<file path="src/rtl/detection_axi_pkg.sv">
// Shared types and constants for the detection-log AXI4 burst writer.
// Command word layout, AXI encodings and error flag bit positions live here.
package detection_axi_pkg;

  typedef enum logic [1:0] {
    S_IDLE = 2'd0,
    S_AW   = 2'd1,
    S_W    = 2'd2,
    S_B    = 2'd3
  } state_t;

  localparam int CMD_LEN_MSB  = 11;
  localparam int CMD_LEN_LSB  = 0;
  localparam int CMD_BEAT_LSB = 4;
  localparam int CMD_ADDR_MSB = 43;
  localparam int CMD_ADDR_LSB = 12;

  localparam logic [2:0] AXI_SIZE_16B   = 3'b100;
  localparam logic [1:0] AXI_BURST_INCR = 2'b01;
  localparam logic [1:0] RESP_OKAY      = 2'b00;

  localparam int ERR_BRESP   = 0;
  localparam int ERR_LEN_FMT = 1;
  localparam int ERR_BND4K   = 2;
  localparam int ERR_TIMEOUT = 3;

endpackage

</file>
<file path="src/rtl/detection_axi_watchdog.sv">
// B-channel watchdog: cleared on load, counts while enabled, and flags expiry
// on the TIMEOUT-th enabled cycle.
module detection_axi_watchdog #(
  parameter int TIMEOUT = 65535
) (
  input  logic clk,
  input  logic rst,
  input  logic load,
  input  logic en,
  output logic expire
);

  logic [31:0] count;

  always_ff @(posedge clk) begin
    if (rst || load) begin
      count <= '0;
    end else if (en && !expire) begin
      count <= count + 32'd1;
    end
  end

  assign expire = en && (count == 32'(TIMEOUT - 1));

endmodule

</file>
<file path="src/rtl/detection_axi_writer.sv">
// Drains the detection-log command/data FIFOs and issues one AXI4 INCR write
// burst per command, one burst in flight at a time.
module detection_axi_writer
  import detection_axi_pkg::*;
#(
  parameter int         BRESP_TIMEOUT = 65535,
  parameter logic [0:0] AXI_ID        = 1'b0,
  parameter logic [3:0] AXI_CACHE     = 4'b0011
) (
  input  logic         clk,
  input  logic         rst,
  input  logic [63:0]  cmd_dout,
  input  logic         cmd_empty,
  output logic         cmd_rd_en,
  input  logic [127:0] dat_dout,
  input  logic         dat_empty,
  output logic         dat_rd_en,
  output logic [31:0]  m_axi_awaddr,
  output logic [7:0]   m_axi_awlen,
  output logic [2:0]   m_axi_awsize,
  output logic [1:0]   m_axi_awburst,
  output logic [3:0]   m_axi_awcache,
  output logic [0:0]   m_axi_awid,
  output logic         m_axi_awvalid,
  input  logic         m_axi_awready,
  output logic [127:0] m_axi_wdata,
  output logic [15:0]  m_axi_wstrb,
  output logic         m_axi_wlast,
  output logic         m_axi_wvalid,
  input  logic         m_axi_wready,
  input  logic [1:0]   m_axi_bresp,
  input  logic         m_axi_bvalid,
  output logic         m_axi_bready,
  input  logic         err_clr,
  output logic         busy,
  output logic         burst_done,
  output logic [31:0]  burst_cnt,
  output logic [3:0]   err_flags
);

  state_t     state;
  logic [7:0] beat_cnt;
  logic       w_hs;
  logic       wd_load;
  logic       wd_expire;
  logic [12:0] burst_end;
  logic [3:0] err_set;
  logic       unused_cmd;

  assign unused_cmd = ^cmd_dout[63:CMD_ADDR_MSB+1];

  assign cmd_rd_en     = (state == S_IDLE) && !cmd_empty && !rst;
  assign m_axi_awsize  = AXI_SIZE_16B;
  assign m_axi_awburst = AXI_BURST_INCR;
  assign m_axi_awcache = AXI_CACHE;
  assign m_axi_awid    = AXI_ID;
  assign m_axi_wdata   = dat_dout;
  assign m_axi_wstrb   = '1;
  assign m_axi_wvalid  = (state == S_W) && !dat_empty;
  assign m_axi_wlast   = (state == S_W) && (beat_cnt == m_axi_awlen);
  assign w_hs          = m_axi_wvalid && m_axi_wready;
  assign dat_rd_en     = w_hs;
  assign m_axi_bready  = (state == S_B);
  assign busy          = (state != S_IDLE);
  assign wd_load       = w_hs && m_axi_wlast;

  // Offset of the first byte past the burst within its 4 KB page; 13 bits
  // hold the worst case of 4095 + 4096.
  assign burst_end = {1'b0, cmd_dout[CMD_ADDR_LSB+11:CMD_ADDR_LSB]}
                   + {1'b0, cmd_dout[CMD_LEN_MSB:CMD_LEN_LSB]} + 13'd1;

  detection_axi_watchdog #(
    .TIMEOUT (BRESP_TIMEOUT)
  ) u_watchdog (
    .clk    (clk),
    .rst    (rst),
    .load   (wd_load),
    .en     (state == S_B),
    .expire (wd_expire)
  );

  always_comb begin
    err_set = '0;
    if (cmd_rd_en) begin
      err_set[ERR_LEN_FMT] = (cmd_dout[CMD_BEAT_LSB-1:CMD_LEN_LSB] != 4'hF);
      err_set[ERR_BND4K]   = (burst_end > 13'd4096);
    end
    if (state == S_B) begin
      err_set[ERR_BRESP]   = m_axi_bvalid && (m_axi_bresp != RESP_OKAY);
      err_set[ERR_TIMEOUT] = !m_axi_bvalid && wd_expire;
    end
  end

  // A new error event takes priority over a simultaneous clear.
  always_ff @(posedge clk) begin
    if (rst) begin
      err_flags <= '0;
    end else begin
      err_flags <= (err_clr ? 4'b0000 : err_flags) | err_set;
    end
  end

  always_ff @(posedge clk) begin
    if (rst) begin
      state         <= S_IDLE;
      m_axi_awvalid <= 1'b0;
      m_axi_awaddr  <= '0;
      m_axi_awlen   <= '0;
      beat_cnt      <= '0;
      burst_done    <= 1'b0;
      burst_cnt     <= '0;
    end else begin
      burst_done <= 1'b0;
      case (state)
        S_IDLE: begin
          if (!cmd_empty) begin
            m_axi_awaddr  <= cmd_dout[CMD_ADDR_MSB:CMD_ADDR_LSB];
            m_axi_awlen   <= cmd_dout[CMD_LEN_MSB:CMD_BEAT_LSB];
            m_axi_awvalid <= 1'b1;
            beat_cnt      <= '0;
            state         <= S_AW;
          end
        end
        S_AW: begin
          if (m_axi_awready) begin
            m_axi_awvalid <= 1'b0;
            state         <= S_W;
          end
        end
        S_W: begin
          if (w_hs) begin
            if (m_axi_wlast) begin
              state <= S_B;
            end else begin
              beat_cnt <= beat_cnt + 8'd1;
            end
          end
        end
        S_B: begin
          if (m_axi_bvalid) begin
            burst_done <= 1'b1;
            burst_cnt  <= burst_cnt + 32'd1;
            state      <= S_IDLE;
          end else if (wd_expire) begin
            state <= S_IDLE;
          end
        end
        default: state <= S_IDLE;
      endcase
    end
  end

endmodule

</file>
<file path="config.mk">
export PLATFORM = sky130hd
export DESIGN_NAME = detection_axi_writer
export DESIGN_NICKNAME = d
export VERILOG_FILES = /design/src/rtl/detection_axi_pkg.sv /design/src/rtl/detection_axi_watchdog.sv /design/src/rtl/detection_axi_writer.sv
export SDC_FILE = /design/constraint.sdc
export NUM_CORES = 1
export LEC_CHECK = 0
export CORE_AREA = 5 5 167 169
export DETAILED_ROUTE_END_ITERATION = 16
export DIE_AREA = 0 0 172 174
export GPL_TIMING_DRIVEN = 0
export PLACE_DENSITY = 0.67
export SETUP_SLACK_MARGIN = 0.05
export SYNTH_ARGS = -nofsm -noshare
export SYNTH_HDL_FRONTEND = slang
export SYNTH_HIERARCHICAL = 1
export SYNTH_SLANG_ARGS = --single-unit
</file>
<file path="constraint.sdc">
create_clock -name clk -period 6.2 [get_ports clk]
set_input_delay 1.24 -clock clk [delete_from_list [all_inputs] [get_ports clk]]
set_output_delay 1.24 -clock clk [all_outputs]
set_load 0.02 [all_outputs]
</file>
==> results of run 1 <==
[cells in the final DEF, fill, tap and decap left out, drive strengths merged, types with 3 or more instances in the layout]
cell           netlist  layout
xnor2               29      29
clkdlybuf4s50        0     265
o2111ai              3       3
nor2b                4       4
or2                  3       3
and4                10      10
a21oi               64      64
or3                 12      12
o31ai                5       5
clkinv               0       6
a21o                 4       4
nor3                 5       5
nand2b               7       7
xor2                37      37
buf                160     160
and2                 6       6
inv                 22      26
mux2i                8       8
o211ai              10      10
nor2                80      80
nand3               29      29
o21ai               20      20
clkbuf              28      46
and3                14      14
or4                  4       4
conb                 2      26
nand4               22      22
nor4                12      12
nand2              118     118
dfxtp              120     120
ha                  20      20
[worst paths after layout]
| path | to | slack [ns] | depth (start not counted) |
|---|---|---|---|
| worst max-delay path | cmd_rd_en | 1.45 | 6 |
| worst min-delay path | m_axi_awaddr[28] | 0.45 | 2 |
| worst max register to register | u_watchdog/count[10] | 3.63 | 7 |
| worst min register to register | m_axi_awaddr[28] | 0.45 | 2 |
[cell type report]
class	instances	area share
Multi-Input combinational cell	583	0.319
Sequential cell	120	0.219
Clock inverter	13	0.0111
Clock buffer	18	0.0400
Inverter	22	0.00753
Timing Repair Buffer	265	0.242
Buffer	188	0.123
Tap cell	341	0.0389
[power groups by stage]
stage	combinational, mW	clock [mW]	sequential [mW]
floorplan	0.419	0	0.958
global placement	0.831	0	0.898
detailed placement	0.838	0	0.899
CTS	0.841	0.968	0.884
global route	0.905	1.00	0.893
finish	0.832	0.946	0.883
[through the flow]
stage	area [um2]	power (mW)	setup slack, ns
CTS	11000	2.69	1.35
global placement	10400	1.73	1.34
global route	11000	2.80	1.22
finish	11000	2.66	1.45
floorplan	7330	1.38	2.94
detailed placement	10400	1.74	1.37
[kinds of logic (layout without fill, tap and decap cells)]
family	count (synthesis)	in the layout	synth area share
muxes	9	9	0.0126
DFF	120	120	0.332
adders and majority gates	21	21	0.0373
and+or+nand+nor	334	334	0.230
other	2	26	0.00104
buffers and inverters	210	506	0.198
AOI/OAI and AO/OA	127	127	0.110
xor gates and xnor gates	66	66	0.0798
[routing by layer]
layer	GRT usage	vias up
li1	-	3463
met1	0.174	3192
met2	0.239	218
met3	0.0446	17
met4	0.0390	0
met5	0	-
[registers in the layout (all words and copies together), names as in the netlist]
name              count
burst_cnt            32
m_axi_awaddr         32
u_watchdog/count     32
beat_cnt              8
m_axi_awlen           8
err_flags             4
state                 2
burst_done            1
m_axi_awvalid         1
[synthesized netlist by cell type, drive strengths merged, types with 20 or more instances]
cell      n
nand3    29
ha       20
o21ai    20
buf     160
nor2     80
a21oi    64
dfxtp   120
xnor2    29
clkbuf   28
nand2   118
xor2     37
nand4    22
inv      22
[critical path: cells and delay by family]
family | cells | cell delay, ns
buffers and inverters | 4 | 2.04
and+or+nand+nor | 2 | 0.22
==> out/results.tsv, run 1 <==
stage	metric	value	unit
timing	period_share	0.766	
synth	yosys-top-cells-area	dfxtp_1 33%, buf_4 16%, nand2_1 6.1%	
worst_setup_path	cp_max_fo	10	
route	wirelength	22700	um
timing	relSlewSlack	0.427	
clocking	cts_tree	built	
clocking	post_cts_resized	0	
route	dr.pass1.iters	4	
clocking	numCtsBuffers	17	
outcome	status	finished clean	
synth	yosysSeqAreaShare	0.332	
pwr	p_switching	0.877	mW
timing	tightest_slew	0.851	ns
timing	fin_tns_setup	0	ns
clocking	cts_setup_buffers	0	
pwr	ir_worst_vdd	0.176	mV
layout	multi_input_area	3500	um2
clocking	clock_path_buffers	2	
worst_setup_path	start_kind	primary input	
route	drtAntennaViolNets	0	
route	route.vias.total	6890	
floorplanning	start_util	0.274	
synth	ys_warn_count	6	
layout	n_fill_cell	2741	
flow_run	maxCapViolCount	0	
floorplanning	die_y	174	um
clocking	root_buffer	clkbuf_16	
route	remaining_drc_errors	0	
pwr	clockPowerShare	0.355	
route	met1_length	9450	um
global_routing	grt_max_degree	17	
timing	max_freq	0.210	GHz
layout	drive_above_1_share	0.175	
placed_design	gp_congestion	0.873	
floorplanning	num_io_pins	440	
worst_setup_path	slowest_stage	clkdlybuf4s50_1	
worst_setup_path	end_kind	primary output	
synth	netlist_area	7240	um2
worst_setup_path	criticalPathCategory	in2out	
pwr	power_frac_seq	0.332	
floorplanning	dieArea	29900	um2
clocking	cts.sinks	120	
global_routing	antenna_found_initial	0	
pwr	p_int	1.78	mW
worst_hold_path	hold_start	m_axi_awaddr[28]	
layout	nets	1420	
synth	avgSynthCellArea	8.14	um2
global_routing	grt_pass1_wl	34200	um
placed_design	dp.cells	1519	
route	met2_length	11100	um
timing	skew	0.0174	ns
placed_design	dp_hpwl	18300	um
synth	yosysTopAreaCell	dfxtp_1	
layout	post-route-util	0.415	
worst_setup_path	cp_slowest_stage_delay	0.57	ns
layout	area_growth	51.5	%
floorplanning	core	26400	um2
clocking	htreeDepth	4	
synth	synth_top_area_frac	0.332	
layout	insertedDiodeCount	0	
global_routing	grt_pass1_vias	6510	
global_routing	overflow	0	
route	wl_met3	1880	um
timing	post-route-min-period	4.75	ns
clocking	cts.clk_slew.worst_paths	0.05	ns
floorplanning	num_rows	60	
worst_setup_path	cp.arrival	3.51	ns
timing	hold_viol	0	
clocking	clkLatencyLatePin	0.42	ns
timing	hold_slack	0.454	ns
timing	slew_viol_final	0	
worst_setup_path	crit_required	4.96	ns
floorplanning	fp.dieW	172	um
worst_setup_path	r2r-start	m_axi_awlen[2]	
synth	async_flop_share	0	
synth	synthCells	889	
clocking	cts_hold_buf	0	
pwr	pwr_density_cell	243	nW/um2
synth	yosysUniqueCellTypes	70	
layout	regArea	2400	um2
worst_setup_path	crit_start	cmd_empty	
pwr	p_leak	4.35	nW
global_routing	grtUsageTotal	0.142	
timing	final-setup-viol-count	0	
route	routed_via_density	4.45	
route	drtIter0Drc	308	
placed_design	port-buffer-count	265	
worst_hold_path	hp-class	reg2reg	
synth	synth_seq_cells	120	
route	routedWlPerCell	14.6	um
pwr	swShare	0.329	
synth	synth_edf_count	0	
timing	grt_setup_unrepaired	no	
worst_setup_path	path_cells	clkdlybuf4s50_1 > nand2b_1 > clkbuf_1 > clkbuf_1 > nor2_1 > clkdlybuf4s50_1	
layout	stdcell_count	1550	
route	highest_layer	met4	
synth	ys.flop_type	dfxtp_1	
pwr	p_comb_frac	0.313	
No activity file was read; power rests on OpenSTA's default activity.
==> run 2: changes to the inputs <==
clock period = 4.5 ns   (was 6.2 ns; I/O delays follow)
==> results of run 2 <==
Same layout as run 1 (identical final DEF). Status: finished clean.
Main changes from that run: setup slack after placement 1.37 ns -> 0.353 ns; setup slack after layout 1.45 ns -> 0.429 ns; register-to-register setup slack 3.63 ns -> 1.93 ns; total power 2.66 mW -> 3.67 mW; worst IR drop on VDD 0.176 mV -> 0.242 mV
